## config.mk

```make
export PLATFORM = sky130hd
export DESIGN_NAME = vram_write_arbiter
export DESIGN_NICKNAME = d
export VERILOG_FILES = /design/src/rtl/arm_const.sv /design/src/rtl/vram_rr_arb2.sv /design/src/rtl/vram_write_arbiter.sv
export SDC_FILE = /design/constraint.sdc
export NUM_CORES = 1
export LEC_CHECK = 0
export ABC_CLOCK_PERIOD_IN_PS = 2100
export CORE_AREA = 5 5 101 103
export CTS_BUF_LIST = sky130_fd_sc_hd__clkbuf_8
export CTS_CLUSTER_SIZE = 8
export DETAILED_ROUTE_END_ITERATION = 12
export DIE_AREA = 0 0 106 108
export GPL_ROUTABILITY_DRIVEN = 0
export HOLD_SLACK_MARGIN = 0.03
export PLACE_DENSITY = 0.81
export RECOVER_POWER = 100
export REMOVE_ABC_BUFFERS = 1
export SLEW_MARGIN = 20
export SYNTH_ARGS = -nofsm -noshare
export SYNTH_HDL_FRONTEND = slang
export SYNTH_SLANG_ARGS = --single-unit
```

## constraint.sdc

```tcl
create_clock -name clk -period 2.1 [get_ports clk]
set_input_delay 0.525 -clock clk [delete_from_list [all_inputs] [get_ports clk]]
set_output_delay 0.525 -clock clk [all_outputs]
set_load 0.02 [all_outputs]
```

## src/rtl/arm_const.sv

```systemverilog
// ---------------------------------------------------------------------------
// arm_const
// Shared constants and types for the ARM SoC video path.
//   VGA_SCREEN_SIZE : number of 32-bit character cells in the text screen
//   VRAM_ADDR_W     : width of the VRAM byte address
//   vram_wr_state_t : state encoding of the VRAM write arbiter fill FSM
// ---------------------------------------------------------------------------
package arm_const;

    // 80 columns x 30 rows of character cells, one 32-bit word per cell
    localparam int VGA_SCREEN_SIZE = 2400;

    localparam int VRAM_ADDR_W = 14;

    typedef enum logic {
        VW_IDLE,
        VW_FILL
    } vram_wr_state_t;

endpackage

```

## src/rtl/vram_rr_arb2.sv

```systemverilog
// ---------------------------------------------------------------------------
// vram_rr_arb2
// Two-requester round-robin arbiter with a registered last-grant record.
//   clk, rst_n : clock and asynchronous active-low reset
//   req[1:0]   : request lines (bit 0 = requester 0, bit 1 = requester 1)
//   gnt[1:0]   : one-hot grant, combinational from req and last grant
// ---------------------------------------------------------------------------
module vram_rr_arb2 (
    input  logic       clk,
    input  logic       rst_n,
    input  logic [1:0] req,
    output logic [1:0] gnt
);

    // 0: requester 0 was granted most recently, 1: requester 1
    logic last_grant;

    // A lone requester always wins; under contention the requester that was
    // not granted last time wins, so neither side waits more than one slot.
    always_comb begin
        gnt = 2'b00;
        case (req)
            2'b01:   gnt = 2'b01;
            2'b10:   gnt = 2'b10;
            2'b11:   gnt = last_grant ? 2'b01 : 2'b10;
            default: gnt = 2'b00;
        endcase
    end

    always_ff @(posedge clk or negedge rst_n) begin
        if (!rst_n) begin
            last_grant <= 1'b0;
        end else if (|gnt) begin
            last_grant <= gnt[1];
        end
    end

endmodule

```

## src/rtl/vram_write_arbiter.sv

```systemverilog
// ---------------------------------------------------------------------------
// vram_write_arbiter
// Sole owner of the VRAM write port. Shares it between CPU stores and a
// hardware clear engine that writes one fill word to every screen cell.
//   clk, rst_n           : clock and asynchronous active-low reset
//   cpu_valid/addr/wdata : CPU store request (held stable until cpu_ready)
//   cpu_ready            : request accepted this cycle (combinational)
//   cpu_err              : one-cycle pulse, accepted store was out of range
//   clr_start/clr_value  : start a full-screen fill with the given word
//   clr_busy             : fill in progress
//   clr_done             : one-cycle pulse with the last fill write
//   vram_we/a/wd         : registered VRAM write port
// ---------------------------------------------------------------------------
module vram_write_arbiter
    import arm_const::*;
#(
    parameter int SCREEN_WORDS = VGA_SCREEN_SIZE,
    parameter int ADDR_W       = VRAM_ADDR_W
) (
    input  logic              clk,
    input  logic              rst_n,
    input  logic              cpu_valid,
    input  logic [ADDR_W-1:0] cpu_addr,
    input  logic [31:0]       cpu_wdata,
    output logic              cpu_ready,
    output logic              cpu_err,
    input  logic              clr_start,
    input  logic [31:0]       clr_value,
    output logic              clr_busy,
    output logic              clr_done,
    output logic              vram_we,
    output logic [ADDR_W-1:0] vram_a,
    output logic [31:0]       vram_wd
);

    localparam int IDX_W = ADDR_W - 2;

    // One extra bit so that SCREEN_WORDS itself (up to 4096) is representable
    localparam logic [IDX_W:0]   SCREEN_WORDS_EXT = (IDX_W + 1)'(SCREEN_WORDS);
    localparam logic [IDX_W-1:0] LAST_IDX         = IDX_W'(SCREEN_WORDS - 1);

    vram_wr_state_t    state;
    vram_wr_state_t    next_state;
    logic [IDX_W-1:0]  fill_idx;
    logic [IDX_W-1:0]  next_fill_idx;
    logic [31:0]       fill_value;
    logic [31:0]       next_fill_value;
    logic [1:0]        req;
    logic [1:0]        gnt;
    logic              cpu_in_range;
    logic              fill_last;

    // Requests are masked while reset is held so that cpu_ready reads 0
    // during reset like every other output. Requester 0 is the CPU,
    // requester 1 the clear engine, which has a slot pending every FILL cycle.
    assign req = {(state == VW_FILL), cpu_valid} & {2{rst_n}};

    vram_rr_arb2 u_arb (
        .clk   (clk),
        .rst_n (rst_n),
        .req   (req),
        .gnt   (gnt)
    );

    assign cpu_ready    = gnt[0];
    assign cpu_in_range = {1'b0, cpu_addr[ADDR_W-1:2]} < SCREEN_WORDS_EXT;
    assign fill_last    = (fill_idx == LAST_IDX);
    assign clr_busy     = (state == VW_FILL);

    // Fill FSM state, fill index and latched fill word
    always_ff @(posedge clk or negedge rst_n) begin
        if (!rst_n) begin
            state      <= VW_IDLE;
            fill_idx   <= '0;
            fill_value <= '0;
        end else begin
            state      <= next_state;
            fill_idx   <= next_fill_idx;
            fill_value <= next_fill_value;
        end
    end

    // A start request is only honoured from IDLE, so a second clr_start
    // during a fill (including on its final cycle) neither restarts it nor
    // changes the fill word. The index only advances on granted slots.
    always_comb begin
        next_state      = state;
        next_fill_idx   = fill_idx;
        next_fill_value = fill_value;
        case (state)
            VW_IDLE: begin
                if (clr_start) begin
                    next_state      = VW_FILL;
                    next_fill_idx   = '0;
                    next_fill_value = clr_value;
                end
            end
            VW_FILL: begin
                if (gnt[1]) begin
                    if (fill_last) begin
                        next_state = VW_IDLE;
                    end else begin
                        next_fill_idx = fill_idx + 1'b1;
                    end
                end
            end
            default: begin
                next_state = VW_IDLE;
            end
        endcase
    end

    // Output register: the grant of cycle N appears on the VRAM port in N+1.
    // Out-of-range CPU stores are consumed but only raise cpu_err; address
    // and data hold whenever no write is issued.
    always_ff @(posedge clk or negedge rst_n) begin
        if (!rst_n) begin
            vram_we  <= 1'b0;
            vram_a   <= '0;
            vram_wd  <= '0;
            cpu_err  <= 1'b0;
            clr_done <= 1'b0;
        end else begin
            vram_we  <= gnt[1] | (gnt[0] & cpu_in_range);
            cpu_err  <= gnt[0] & ~cpu_in_range;
            clr_done <= gnt[1] & fill_last;
            if (gnt[1]) begin
                vram_a  <= {fill_idx, 2'b00};
                vram_wd <= fill_value;
            end else if (gnt[0] && cpu_in_range) begin
                vram_a  <= cpu_addr;
                vram_wd <= cpu_wdata;
            end
        end
    end

endmodule

```

==> results.ini, run 1 <==
[synth]
synth_xor_area_frac=0.002005
yosysUniqueCellTypes=42
synth_seq_area_share=0.5443
synth.mux.area_fraction=0.002292
yosys.area_share.simple=0.1839
ys_seq_elements=95
synth_warnings=0
synth_area_mm2=0.004368
synthCells=499
synth-compound-area-share=0.2263
syn_area_per_cell_um2=8.753
synth_top_family_by_area=compound AO/OA/AOI/OAI gates
synthAdderAreaFrac=0.002865

[route]
wirelength_mm=12.97
routedWlPerCell_um=17.23
drtIter0Drc=250
route.detailed.drc=0
drt-pass1-iter-count=5
ant_nets=0
via_per_inst=5.746
via_count=4327

[sta]
finalHoldViolCount=0
fin_crit_sh=0.9654
whs_ps=231.3
skew_ps=9.539
rsz0062_at_grt=false
setup_viol=0
max_freq_ghz=0.4933
slew_violations=0
tightest_slew_ps=854.4
maxSlewHeadroom=0.4304
fin_crit_ps=2027
fin_ws_ps=72.68

[floorplanning]
rows=35
fp.dieW_um=106
die_area_mm2=0.01145
core_area_mm2=0.009109
initial_core_util=0.4795
die_y_um=108
ios=133

[global_routing]
grt_pass1_vias=4422
grt.total_usage=0.2337
grt_max_degree=63
grt_pass1_wl_mm=21.60
antenna_found_initial=0
grt-ovfl-total=0

[clock_tree]
numCtsBuffers=9
clkLatencyLatePin_ps=360
clk_pin_slew_ps=90
cts_setup_buffers=0
htreeDepth=3
tritoncts=built
clock_sinks=95
root_buffer=clkbuf_8
clockBufferDepth=2

[run]
drv_cap=0

[power_and_ir_drop]
p_comb_frac=0.373
switchingPower_mw=2.377
power_mw=6.640
power_density_mw_per_mm2=1065
p_sw_frac=0.3580
p_clk_frac=0.204
leakagePower_nw=2.756
seqPwrFrac=0.423
power.internal_mw=4.263
max-vdd-ir-drop_uv=504.9

[min_path]
min_path_type=input pin to async pin

[place]
dp_hpwl_mm=9.213
post-place-ws_ps=-291.0
place_area_mm2=0.006072
io_buffers=132

[final_layout]
diodes=0
syn_to_final_growth_pct=42.80
finish.net_count=720
drive_above_1_share=0.09502
final_area_mm2=0.006237
fill_cells=727

[critical_path]
r2r_slack_ps=70
worstPathMaxFanout=7
required_ps=2360
crit_type=flip-flop to flip-flop
arrival_ps=2290
cp-start-kind=flip-flop
endpoint_kind=flip-flop

[status]
outcome=completed

stage by stage:
stage	util	setup TNS (ps)	instances
CTS	0.6918	0	753
detailed placement	0.6666	-2902	737
global placement	0.6666	-900.0	737
finish	0.6848	0	753
global route	0.6848	0	753
floorplan	-	-56200	459
cells by family (layout without fill, tap and decap cells):
| kind of cell | after synthesis | count (layout) |
|---|---|---|
| AND/OR/NAND/NOR | 188 | 188 |
| AO/OA/AOI/OAI | 169 | 169 |
| flip-flops | 95 | 95 |
| buffers and inverters | 44 | 187 |
| adder cells (fa/ha/maj) | 1 | 1 |
| XOR/XNOR | 1 | 1 |
| multiplexers | 1 | 1 |
placed cells by master, fill, tap and decap left out, types with 4 or more instances in the layout:
cell	n
clkbuf_2	8
nand2_1	110
nand3_1	7
a21oi_1	43
a31oi_1	51
and3_1	4
nor2_1	42
inv_1	4
dlygate4sd3_1	50
o21ai_0	48
dfrtp_1	95
clkbuf_8	10
buf_12	7
o31ai_1	4
buf_4	17
clkdlybuf4s50_1	79
power by group through the flow:
| stage | logic [mW] | clock network [mW] | registers [mW] |
|---|---|---|---|
| floorplan | 0.903 | 0 | 3.21 |
| global placement | 2.55 | 0 | 2.82 |
| detailed placement | 2.62 | 0 | 2.85 |
| CTS | 2.64 | 1.39 | 2.82 |
| global route | 2.69 | 1.47 | 2.89 |
| finish | 2.47 | 1.36 | 2.81 |
metal layers:
layer / vias up / GRT usage / wire [µm]
met1: 2059 / 0.3137 / 5396
met5: - / 0 / 0
met3: 26 / 0.05313 / 953
li1: 2036 / - / -
met2: 206 / 0.3766 / 6400
met4: 0 / 0.08048 / 222
cell usage after synthesis:
cell type,count,area share
and3_1,5,0.0072
a22oi_1,3,0.0052
mux2i_1,1,0.0023
dfrtp_1,95,0.54
nand3_1,8,0.0092
a21o_1,3,0.0052
nor3_1,3,0.0034
and4b_1,1,0.0023
a31oi_1,51,0.073
and3b_1,1,0.0020
o21ai_1,1,0.0011
a211o_1,2,0.0040
a21oi_1,44,0.050
a31o_1,3,0.0060
ha_1,1,0.0029
or2_0,1,0.0014
nand3b_1,1,0.0017
o31a_1,2,0.0040
o41ai_1,1,0.0020
xnor2_1,1,0.0020
nor4_1,1,0.0014
buf_2,2,0.0023
clkbuf_1,37,0.032
o31ai_1,4,0.0069
nor3b_1,2,0.0034
o21ai_0,48,0.055
nor2_1,42,0.036
nand2_1,110,0.095
nand4_1,2,0.0029
or2_2,1,0.0014
a31o_2,2,0.0040
or3_1,3,0.0043
and2_1,1,0.0014
nor2b_1,2,0.0029
or4b_4,1,0.0032
nand2b_1,2,0.0029
o41a_1,1,0.0026
buf_1,1,0.00086
o211ai_1,1,0.0017
nor3_2,1,0.0023
inv_1,4,0.0034
a211oi_1,3,0.0052
critical path: stages (launching register included):
cell	delay, ps
dfrtp_1	430
or4b_4	570
or3_1	440
a21o_1	290
a31oi_1	220
area by class of cell:
type / instances / area [µm²] / share of cell area
Inverter: 4 / 15.01 / 0.002407
Tap cell: 111 / 138.9 / 0.02227
Sequential cell: 95 / 2377 / 0.3811
Multi-Input combinational cell: 360 / 1844 / 0.2957
Timing Repair Buffer: 167 / 1634 / 0.2620
Clock inverter: 6 / 90.09 / 0.01444
Clock buffer: 10 / 137.6 / 0.02207
state kept, by name (all words and copies together), names as in the netlist:
signal	cells
cpu_err	1
vram_we	1
clr_busy	1
fill_idx	12
vram_wd	32
vram_a	14
u_arb.last_grant	1
fill_value	32
clr_done	1
path summary, 6_finish.rpt:
| path | depth (start not counted) | from | endpoint |
|---|---|---|---|
| worst max-delay path | 4 | fill_idx[7]$_DFFE_PN0P_ | fill_idx[5]$_DFFE_PN0P_ |
| worst min-delay path | 2 | rst_n | u_arb.last_grant$_DFFE_PN0P_ |
| worst max register to register | 4 | fill_idx[7]$_DFFE_PN0P_ | fill_idx[5]$_DFFE_PN0P_ |
| min in group clk | 2 | fill_value[25]$_DFFE_PN0P_ | fill_value[25]$_DFFE_PN0P_ |
| max in group asynchronous | 3 | rst_n | fill_value[29]$_DFFE_PN0P_ |
| worst min register to register | 2 | fill_value[25]$_DFFE_PN0P_ | fill_value[25]$_DFFE_PN0P_ |
repair_timing:
| item | CTS | global route |
|---|---|---|
| gates resized for setup | 3 | 2 |
| hold buffers | 0 | 0 |
| endpoints found under the setup margin | 1 | 2 |
Power figures use the tool's default switching activity.
==> inputs of run 2 (changes only) <==
TNS_END_PERCENT = 5   (was unset)
==> results of run 2 <==
Final layout, timing and power as in run 1 (identical DEF).
==> inputs of run 3 (changes only) <==
CELL_PAD_IN_SITES_DETAIL_PLACEMENT = 0   (was unset)
CELL_PAD_IN_SITES_GLOBAL_PLACEMENT = 1   (was unset)
CORE_AREA = 5 5 117 119   (was 5 5 101 103)
DIE_AREA = 0 0 122 124   (was 0 0 106 108)
PLACE_DENSITY = unset   (was 0.81)
PLACE_DENSITY_LB_ADDON = 0.1   (was unset)
==> run 3 against run 2 <==
Compared with the run above:
- count of clock-buffer cells in the layout down 1
- non-clock buffer count increased by 4
- worst hold slack worse by 7.7 ps
- via count down 1.5%
- largest power group unchanged
- setup slack better by 2.0 ps
- critical path depth unchanged
- final cell count grew 8.6%
- clock power fell by 9.6%
==> results.ini, run 3 (synthesized netlist as in run 1, its figures left out) <==
[status]
outcome=completed

[final_layout]
syn_to_final_growth_pct=44.40
reg_top3=fill_value x32, vram_wd x32, vram_a x14
layout_commonest_cell=nand2_1
final_cell_mix=nand2_1, dfrtp_1, clkdlybuf4s50_1
final_cells=818
drive_above_1_share=0.1006
diodes=0
finish.net_count=724

[route]
via_per_inst=5.209
routedWlPerCell_um=17.21
ant_nets=0
route.detailed.drc=0
via_count=4261
drtIter0Drc=281
drt-pass1-iter-count=5
wirelength_mm=14.08

[clock_tree]
clockBufferDepth=2
clkLatencyLatePin_ps=370
htreeDepth=3
numCtsBuffers=9
cts_setup_buffers=0
root_buffer=clkbuf_8
hold_buffers=0
clk_pin_slew_ps=100
tritoncts=built
clock_sinks=95

[critical_path]
r2r_end=fill_idx[7]$_DFFE_PN0P_
worstPathMaxFanout=2
cp-start-kind=input pin
arrival_ps=1500
r2r_slack_ps=80
endpoint_kind=output pin
cp-startpoint=cpu_valid
crit_type=input pin to output pin
r2r_cells=4
r2r-start=fill_idx[11]$_DFFE_PN0P_
required_ps=1570

[power_and_ir_drop]
seqPwrFrac=0.430
max-vdd-ir-drop_uv=433.5
power_density_mw_per_mm2=1035
p_comb_frac=0.381
power.internal_mw=4.118
p_clk_frac=0.189
switchingPower_mw=2.409
p_sw_frac=0.3691
leakagePower_nw=2.753

[sta]
max_freq_ghz=0.4938
fin_ws_ps=74.71
tightest_slew_ps=1096
skew_ps=12.29
rsz0062_at_grt=false
setup_viol=0
fin_crit_ps=2025
maxSlewHeadroom=0.2695
fin_crit_sh=0.9644
finalHoldViolCount=0
slew_violations=0

[floorplanning]
initial_core_util=0.3504
die_y_um=124
rows=41
core_area_mm2=0.01247
fp.dieW_um=122
die_area_mm2=0.01513
ios=133

[global_routing]
grt.total_usage=0.1905
antenna_found_initial=0
grt_pass1_wl_mm=22.69
grt-ovfl-total=0
grt_pass1_vias=4339
grt_max_degree=46

[place]
dp_hpwl_mm=9.793
dp_cells=802
post-place-ws_ps=-276.9
io_buffers=132

[min_path]
min_path_type=input pin to async pin

[run]
drv_cap=0

[run 3: cell type report]
| class | instances | area (µm²) |
|---|---|---|
| clock inverters | 7 | 72.57 |
| fillers | 1218 | 6158 |
| flip-flops and latches | 95 | 2377 |
| repair buffers | 171 | 1659 |
| well taps | 172 | 215.2 |
| multi-input cells | 360 | 1844 |
| clock buffers | 9 | 123.9 |
| inverters | 4 | 15.01 |
[run 3: how the worst max path moves through the flow]
stage	slack, ps	to	depth (start not counted)
floorplan	-1500	fill_idx[1]$_DFFE_PN0P_	4
global placement	-250	cpu_ready	4
global route	20	cpu_ready	4
CTS	10	cpu_ready	4
finish	70	cpu_ready	4
detailed placement	-280	cpu_ready	4
[run 3: per-stage QoR]
stage	utilization	area, µm²	TNS [ps]	hold WS (ps)	total power, mW
6_report	0.5060	6307	0	223.6	6.527
5_1_grt	0.5060	6307	0	223.4	6.985
4_1_cts	0.5088	6342	0	90.63	6.758
3_5_place_dp	0.4931	6147	-746.4	462.8	5.500
3_3_place_gp	0.4931	6147	-395.2	458.5	5.448
2_1_floorplan	-	4215	-56200	229.4	4.110
[run 3: routing by layer]
| metal | part of all wire | up-vias | global-route usage |
|---|---|---|---|
| li1 | - | 2039 | - |
| met1 | 0.46 | 2077 | 0.2586 |
| met2 | 0.47 | 129 | 0.3056 |
| met3 | 0.053 | 16 | 0.04405 |
| met4 | 0.013 | 0 | 0.05602 |
| met5 | 0 | - | 0 |
[run 3: critical path, stage by stage]
cell and delay [ps]:
dlygate4sd3_1 550, nand2_1 70, nor2_1 160, clkbuf_2 190
[run 3: timing repair]
action / in CTS / in global routing
setup endpoints to repair: 2 / 1
gates resized for setup: 3 / 1
cloned: 0 / 0
[run 3: power groups by stage]
| stage | Clock [mW] | Sequential [mW] | Combinational, mW |
|---|---|---|---|
| finish | 1.23 | 2.81 | 2.49 |
| global route | 1.35 | 2.89 | 2.74 |
| CTS | 1.27 | 2.83 | 2.66 |
| detailed placement | 0 | 2.85 | 2.65 |
| global placement | 0 | 2.84 | 2.60 |
| floorplan | 0 | 3.21 | 0.903 |
